### config.mk
export PLATFORM = sky130hd
export DESIGN_NAME = mips_multicycle_ctrl
export DESIGN_NICKNAME = d
export VERILOG_FILES = /design/src/rtl/mips_pkg.sv /design/src/rtl/mips_multicycle_ctrl.sv
export SDC_FILE = /design/constraint.sdc
export NUM_CORES = 1
export LEC_CHECK = 0
export BUFFER_PORTS_ARGS = -buffer_cell sky130_fd_sc_hd__buf_2
export CAP_MARGIN = 20
export CORE_MARGIN = 3
export CORE_UTILIZATION = 45
export CTS_CLUSTER_DIAMETER = 60
export DETAILED_ROUTE_END_ITERATION = 10
export PLACE_DENSITY_LB_ADDON = 0.05
export SLEW_MARGIN = 20
export SYNTH_ARGS = -nofsm -noshare
export SYNTH_HDL_FRONTEND = slang
export SYNTH_SLANG_ARGS = --single-unit
### constraint.sdc
create_clock -name clk -period 2.82 [get_ports clk]
set_input_delay 0 -clock clk [delete_from_list [all_inputs] [get_ports clk]]
set_output_delay 0 -clock clk [all_outputs]
set_load 0.03 [all_outputs]
### src/rtl/mips_pkg.sv
// Shared definitions for the multi-cycle MIPS control path.
package mips_pkg;

  localparam logic [5:0] OP_RTYPE = 6'b000000;
  localparam logic [5:0] OP_LW    = 6'b100011;
  localparam logic [5:0] OP_SW    = 6'b101011;
  localparam logic [5:0] OP_BEQ   = 6'b000100;
  localparam logic [5:0] OP_J     = 6'b000010;
  localparam logic [5:0] OP_ADDI  = 6'b001000;

  localparam logic [1:0] ALUOP_ADD   = 2'b00;
  localparam logic [1:0] ALUOP_SUB   = 2'b01;
  localparam logic [1:0] ALUOP_FUNCT = 2'b10;

  typedef enum logic [3:0] {
    S_FETCH    = 4'd0,
    S_DECODE   = 4'd1,
    S_MEM_ADDR = 4'd2,
    S_MEM_RD   = 4'd3,
    S_MEM_WB   = 4'd4,
    S_MEM_WR   = 4'd5,
    S_EXEC     = 4'd6,
    S_R_WB     = 4'd7,
    S_BRANCH   = 4'd8,
    S_JUMP     = 4'd9,
    S_ADDI_EX  = 4'd10,
    S_ADDI_WB  = 4'd11
  } state_t;

  function automatic logic is_legal_op(input logic [5:0] op);
    return (op == OP_RTYPE) || (op == OP_LW) || (op == OP_SW) ||
           (op == OP_BEQ) || (op == OP_J) || (op == OP_ADDI);
  endfunction

endpackage

### src/rtl/mips_multicycle_ctrl.sv
// Main control FSM for the multi-cycle MIPS datapath: one state per cycle,
// memory handshake stalls, and a retired-instruction counter.
module mips_multicycle_ctrl
  import mips_pkg::*;
#(
  parameter int CNT_W   = 32,
  parameter int STATE_W = 4
) (
  input  logic               clk,
  input  logic               rst,
  input  logic [5:0]         opcode,
  input  logic               mem_ready,
  output logic               pc_write,
  output logic               pc_write_cond,
  output logic               i_or_d,
  output logic               mem_read,
  output logic               mem_write,
  output logic               ir_write,
  output logic               mem_to_reg,
  output logic               reg_dst,
  output logic               reg_write,
  output logic               alu_src_a,
  output logic [1:0]         alu_src_b,
  output logic [1:0]         alu_op,
  output logic [1:0]         pc_source,
  output logic               illegal_op,
  output logic               retire,
  output logic [CNT_W-1:0]   instr_count,
  output logic [STATE_W-1:0] dbg_state
);

  state_t state;

  assign dbg_state = STATE_W'(state);

  // Outputs follow the state; rst forces every control low so an aborted
  // instruction cannot write anything while reset is held.
  always_comb begin
    pc_write      = 1'b0;
    pc_write_cond = 1'b0;
    i_or_d        = 1'b0;
    mem_read      = 1'b0;
    mem_write     = 1'b0;
    ir_write      = 1'b0;
    mem_to_reg    = 1'b0;
    reg_dst       = 1'b0;
    reg_write     = 1'b0;
    alu_src_a     = 1'b0;
    alu_src_b     = 2'b00;
    alu_op        = ALUOP_ADD;
    pc_source     = 2'b00;
    illegal_op    = 1'b0;
    retire        = 1'b0;
    if (!rst) begin
      case (state)
        S_FETCH: begin
          mem_read  = 1'b1;
          alu_src_b = 2'b01;
          ir_write  = mem_ready;
          pc_write  = mem_ready;
        end
        S_DECODE: begin
          alu_src_b  = 2'b11;
          illegal_op = !is_legal_op(opcode);
        end
        S_MEM_ADDR: begin
          alu_src_a = 1'b1;
          alu_src_b = 2'b10;
        end
        S_MEM_RD: begin
          mem_read = 1'b1;
          i_or_d   = 1'b1;
        end
        S_MEM_WB: begin
          reg_write  = 1'b1;
          mem_to_reg = 1'b1;
          retire     = 1'b1;
        end
        S_MEM_WR: begin
          mem_write = 1'b1;
          i_or_d    = 1'b1;
          retire    = mem_ready;
        end
        S_EXEC: begin
          alu_src_a = 1'b1;
          alu_op    = ALUOP_FUNCT;
        end
        S_R_WB: begin
          reg_write = 1'b1;
          reg_dst   = 1'b1;
          retire    = 1'b1;
        end
        S_BRANCH: begin
          alu_src_a     = 1'b1;
          alu_op        = ALUOP_SUB;
          pc_write_cond = 1'b1;
          pc_source     = 2'b01;
          retire        = 1'b1;
        end
        S_JUMP: begin
          pc_write  = 1'b1;
          pc_source = 2'b10;
          retire    = 1'b1;
        end
        S_ADDI_EX: begin
          alu_src_a = 1'b1;
          alu_src_b = 2'b10;
        end
        S_ADDI_WB: begin
          reg_write = 1'b1;
          retire    = 1'b1;
        end
        default: ;
      endcase
    end
  end

  always_ff @(posedge clk) begin
    if (rst) begin
      state       <= S_FETCH;
      instr_count <= '0;
    end else begin
      if (retire) instr_count <= instr_count + CNT_W'(1);
      case (state)
        S_FETCH:  if (mem_ready) state <= S_DECODE;
        S_DECODE: begin
          case (opcode)
            OP_RTYPE:     state <= S_EXEC;
            OP_LW, OP_SW: state <= S_MEM_ADDR;
            OP_BEQ:       state <= S_BRANCH;
            OP_J:         state <= S_JUMP;
            OP_ADDI:      state <= S_ADDI_EX;
            default:      state <= S_FETCH;
          endcase
        end
        S_MEM_ADDR: state <= (opcode == OP_LW) ? S_MEM_RD : S_MEM_WR;
        S_MEM_RD:   if (mem_ready) state <= S_MEM_WB;
        S_MEM_WR:   if (mem_ready) state <= S_FETCH;
        S_EXEC:     state <= S_R_WB;
        S_ADDI_EX:  state <= S_ADDI_WB;
        // Final states and unused encodings all return to fetch.
        default:    state <= S_FETCH;
      endcase
    end
  end

endmodule
# Word-level counts from Yosys, hierarchy flattened
# Cells that the tools add are included.
[classes] add_sub_neg=1 n_reduce_logical=16 order_cmp=0 shift=0 n_mux=36 eq_ne=19 div=0 n_mul=0 bitwise_logic=0
[op_table] op="$add A32 B1 Y32 const B" count=1
[op_table] op="$pmux W4 S7" count=1
[op_table] op="$mux W1" count=22
[op_table] op="$pmux W4 S5" count=1
[op_table] op="$eq A4 B3 Y1 const B" count=4
[op_table] op="$eq A4 B4 Y1 const B" count=4
[op_table] op="$eq A6 B6 Y1 const B" count=2
[op_table] op="$mux W4" count=3
[op_table] op="$eq A4 B2 Y1 const B" count=2
[op_table] op="$pmux W2 S2" count=2
[op_table] op="$reduce_or A2 Y1" count=4
[op_table] op="$eq A6 B2 Y1 const B" count=1
[op_table] op="$eq A6 B3 Y1 const B" count=1
[op_table] op="$eq A6 B4 Y1 const B" count=1
[op_table] op="$logic_not A6 Y1" count=1
[op_table] op="$mux W2" count=3
[op_table] op="$ne A2 B2 Y1 const B" count=3
[op_table] op="$pmux W2 S3" count=1
[op_table] op="$logic_or A1 B1 Y1" count=5
[op_table] op="$reduce_or A5 Y1" count=1
[op_table] op="$eq A4 B1 Y1 const B" count=1
[op_table] op="$logic_not A4 Y1" count=1
[op_table] op="$pmux W1 S2" count=2
[op_table] op="$reduce_or A4 Y1" count=1
[op_table] op="4 further kinds" count=4
[totals] inputBits=9 romBits=0 elab_cells=74 latchBits=0 ram_bits=0 output_inout_bits=54 regBits=36 mem_count=0

# Logic depth before layout (Yosys ltp)
[logic_depth] ltp_word=9 depth_mapped=8 depth_no_buf=6

# Least setup slack after synthesis
# OpenSTA, ideal clock, no wires.
[synth_path] path_type="register to output" start="register state[1], in the netlist dbg_state[1]" end="output alu_src_a" stages_incl_launch_ff=5 arrival_time_ns=2.620 n_path_buf=2 required_ns=2.820 slack_ns=0.200 cell_sequence="dfxtp_1 buf_2 clkbuf_1 nor2_1 a2111oi_0"
[synth_via] elab_chain_len=4 word_cells_on_any_way=7 classes_between="4 x eq/ne; 2 x mux; 1 x reduce/logical"
[synth_lines] item="start, declared" line_no="mips_multicycle_ctrl.sv:32" text="state_t state;"
[synth_lines] item="start signal, assigned" line_no="mips_multicycle_ctrl.sv:136" text="S_MEM_ADDR: state <= (opcode == OP_LW) ? S_MEM_RD : S_MEM_WR;"
[synth_lines] item="$eq A4 B4 Y1 (tied with other cells)" line_no="mips_multicycle_ctrl.sv:55" text="case (state)"
[synth_lines] item="$reduce_or A4 Y1 (no line) *"
[synth_lines] item="$mux W1 *" line_no="mips_multicycle_ctrl.sv:55"
[synth_lines] item="$mux W1 *" line_no="mips_multicycle_ctrl.sv:54" text="if (!rst) begin"
[synth_lines] item="end, declared" line_no="mips_multicycle_ctrl.sv:22" text="output logic alu_src_a,"
# Mark *: on every way between the ends. The rest lies on a longest branch, timed or not.

# Worst setup path in the final report
[layout_path] start="register instr_count[7]" end="register instr_count[27]"
[layout_via] elab_chain_len=1
[layout_lines] item="start, declared" line_no="mips_multicycle_ctrl.sv:28" text="output logic [CNT_W-1:0] instr_count,"
[layout_lines] item="start signal, assigned" line_no="mips_multicycle_ctrl.sv:123" text="if (retire) instr_count <= instr_count + CNT_W'(1);"
[layout_lines] item="$add A32 B1 Y32" line_no="mips_multicycle_ctrl.sv:123"
# Every way passes these cells.
# A chain may end at the register's enable or synchronous reset.

==> results.md <==
- Placer Congestion: between 0.8 and 0.9
- Crit path launch type: flip-flop
- WL/cell: 13.7 um
- Hold crit path type: input pin to flip-flop
- DRC viols: 0
- Port bufs: 62
- Aggregate routed wire length: 5.18 mm
- Crit-path leading delay family: simple AND/OR/NAND/NOR gates
- Final core utilization: 56.8%
- CP Cell Sequence: and4_1 > nand4_1 > or4_1 > or4_1 > a21oi_1
- Peak supply drop: around 0.17 mV
- Setup CP Type: flip-flop to flip-flop
- Unrepaired setup endpoints after global routing: false
- Worst r2r dst: instr_count[27]$_SDFFE_PP0P_
- # Max-Cap Violations: 0
- Flop-to-flop setup slack: 0.51 ns
- Die width: between 70 and 80 um
- Slew headroom: 49.0%
- Synth Flop Type: dfxtp_1
- Worst Reg2Reg Path Length in Cells: 5
- Avg Inst Size Synth: 7.70 um^2
- FF-to-FF Start: instr_count[7]$_SDFFE_PP0P_
- Pin count of the biggest net entering global routing: 43
- Total stage count of the critical path: 5
- Clock Tree Buf Depth: 2
- Final min period: around 2.3 ns
- Max incr delay on CP: between 0.6 and 0.7 ns
- Worst slew pin tran: 0.765 ns
- Buf+Inv Stages, Crit Path: 0
- ANT nets after route: 0
- Syn Nets: around 280
- Fin nets: 335
- Via Count: 2048
- Worst Hold Depth: 2
- Final instance area: between 2000 and 2500 um^2
- # diodes: 0
- Post-Synthesis Cells: between 200 and 300
- Core Box Area: 4380 um^2
- Status: finished clean
- Final Hold Vio Count: 0
- Hold EP: dbg_state[2]$_SDFFE_PP0P_
- Hold_sp: mem_ready
- Most frequent cells in the layout: buf_2 (62), nor2_1 (41), dfxtp_1 (36), xnor2_1 (24), nor3_1 (16)
- I/O pins: 63
- Setup TNS: 0 ns
- Achievable Freq: around 430 MHz
- Root Driver: clkbuf_8
- Most common cell after layout, fill and taps aside: buf_2
- Hold buffer count at CTS: 0
- P&R area growth vs syn: 20.6%
- Pwr Density: around 390 nW/um^2
- Overall routing resource usage: 19.9%
- Worst-path maximum fanout: 10
- Post-synth EDFFs: 0
- Share of cells above drive strength 1: 23.9%
- Seq/Total Area, Yosys: a little over a third
- Wire length on met2: 2.41 mm
- Routed wl met3: 255 um
- Fillers: 451
- Synthesized flop and latch total: 36
- Grt ovf: 0
- Post-CTS Repair Setup Buffers: 0
- Via-per-instance ratio: about 5.4
- Initial antenna violation count: 0
- Row cnt: 24
- Top Metal Used: met4
- Yosys Warn Count: 0
- Cell Area, Placed: 2400 um^2
- Synthesized cell area: 2060 um^2
- Initial core utilization: 47.1%
- Critical Path AT: between 2 and 3 ns
- Clock latency on the worst-skew pair: 0.29 ns
- TritonCTS clock tree: done
- DP HPWL: 3.71 mm
- Worst setup EP type: flip-flop
- CP max stage cell: or4_1
- Crit path required time: 3.03 ns
- Netlist cell types: 40
- Height of the die: 73.7 um
- Met1 Wirelength: 2.42 mm
- Slew Viols, Final: 0
- CTS sink count: 36
- DR iter-0 viols: 89
- Fin crit share: a little over 80%
- Skew final: 0.00343 ns
- CTS Buf Count: 5
- Synth async-reset ratio: 0%
- Most common cell on crit path: or4_1
- First-pass detailed-route iteration total: 4
- Hold Slack: 0.0365 ns
- CTS H-tree lvls: 2
- Die ar.: 5440 um^2
- Post-CTS sizing: 0
- LEAKAGE: 1.00 nW
- First-pass GRT wire length: ~8.4 mm
- Final setup viols: 0
- Clk pin slew, worst setup/hold paths: ~0.070 ns
- Vias in the first global route: 1786
-- registers in the layout, summed over array words and instances (netlist names) --
register	count
instr_count	32
dbg_state	4
-- area by class of cell --
class | instances | area, um^2 | share of cell area, %
Clock buffer | 7 | 86.3 | 3.47
Sequential cell | 36 | 721 | 28.9
Multi-Input combinational cell | 208 | 1230 | 49.3
Inverter | 5 | 18.8 | 0.754
Tap cell | 52 | 65.1 | 2.61
Timing Repair Buffer | 69 | 363 | 14.6
Clock inverter | 1 | 7.51 | 0.302
-- where the power goes --
part           switching (W)  internal [W]
logic              0.0000479     0.0000198
clock network       0.000189      0.000199
registers        0.000000994      0.000509
-- cell usage after synthesis, types with 2 or more instances --
master	number	area (um^2)
or3_1	6	37.5
nand2_1	14	52.6
clkbuf_1	11	41.3
nand2b_1	2	12.5
dfxtp_1	36	721
and4_1	5	43.8
nor2_1	41	154
and3_1	7	43.8
nand4_1	14	87.6
nor4_1	14	87.6
o211ai_1	3	22.5
xnor2_1	24	210
buf_1	2	7.51
inv_1	5	18.8
nor3_1	16	80.1
and2_1	3	18.8
buf_6	2	22.5
o21ai_0	10	50.1
nor2b_1	4	25.0
a21oi_1	10	50.1
buf_2	2	10.0
nand3_1	14	70.1
xor2_1	4	35.0
or4_1	2	15.0
buf_4	2	15.0
-- metrics by stage --
stage	setup slack (ns)	power, W	std cells
after floorplan	0.200	0.000565	268
after global placement	0.558	0.000590	370
after detailed placement	0.517	0.000590	370
after CTS	0.493	0.000982	378
after global routing	0.363	0.00101	378
final	0.515	0.000966	378
-- kinds of logic (layout without fill, tap and decap cells) --
family	after synthesis	after routing	synth area share, %
flip-flops	36	36	34.9
XOR/XNOR	28	28	11.9
buffers and inverters	24	82	5.58
multiplexers	1	1	0.485
AO/OA/AOI/OAI	29	29	8.36
AND/OR/NAND/NOR	149	149	38.2
adder cells (fa/ha/maj)	1	1	0.606
-- layer usage --
metal / GRT usage, % / vias up
met1: 26.8 / 927
met3: 4.10 / 8
li1: - / 1070
met4: 9.05 / 0
met2: 30.2 / 43
met5: 0 / -
-- worst reg2reg max path, stage by stage (launching register included) --
cell and delay (ns):
dfxtp_1 0.41, and4_1 0.37, nand4_1 0.13, or4_1 0.63, or4_1 0.55, a21oi_1 0.14
-- worst max-delay path by stage --
stage,startpoint,endpoint,slack (ns)
after floorplan,dbg_state[1]$_SDFFE_PP0P_,alu_src_a,0.20
after global placement,instr_count[7]$_SDFFE_PP0P_,instr_count[27]$_SDFFE_PP0P_,0.56
after detailed placement,instr_count[7]$_SDFFE_PP0P_,instr_count[27]$_SDFFE_PP0P_,0.52
after CTS,instr_count[7]$_SDFFE_PP0P_,instr_count[27]$_SDFFE_PP0P_,0.49
after global routing,instr_count[7]$_SDFFE_PP0P_,instr_count[27]$_SDFFE_PP0P_,0.36
final,instr_count[7]$_SDFFE_PP0P_,instr_count[27]$_SDFFE_PP0P_,0.51
(Power assumes the default switching activity.)
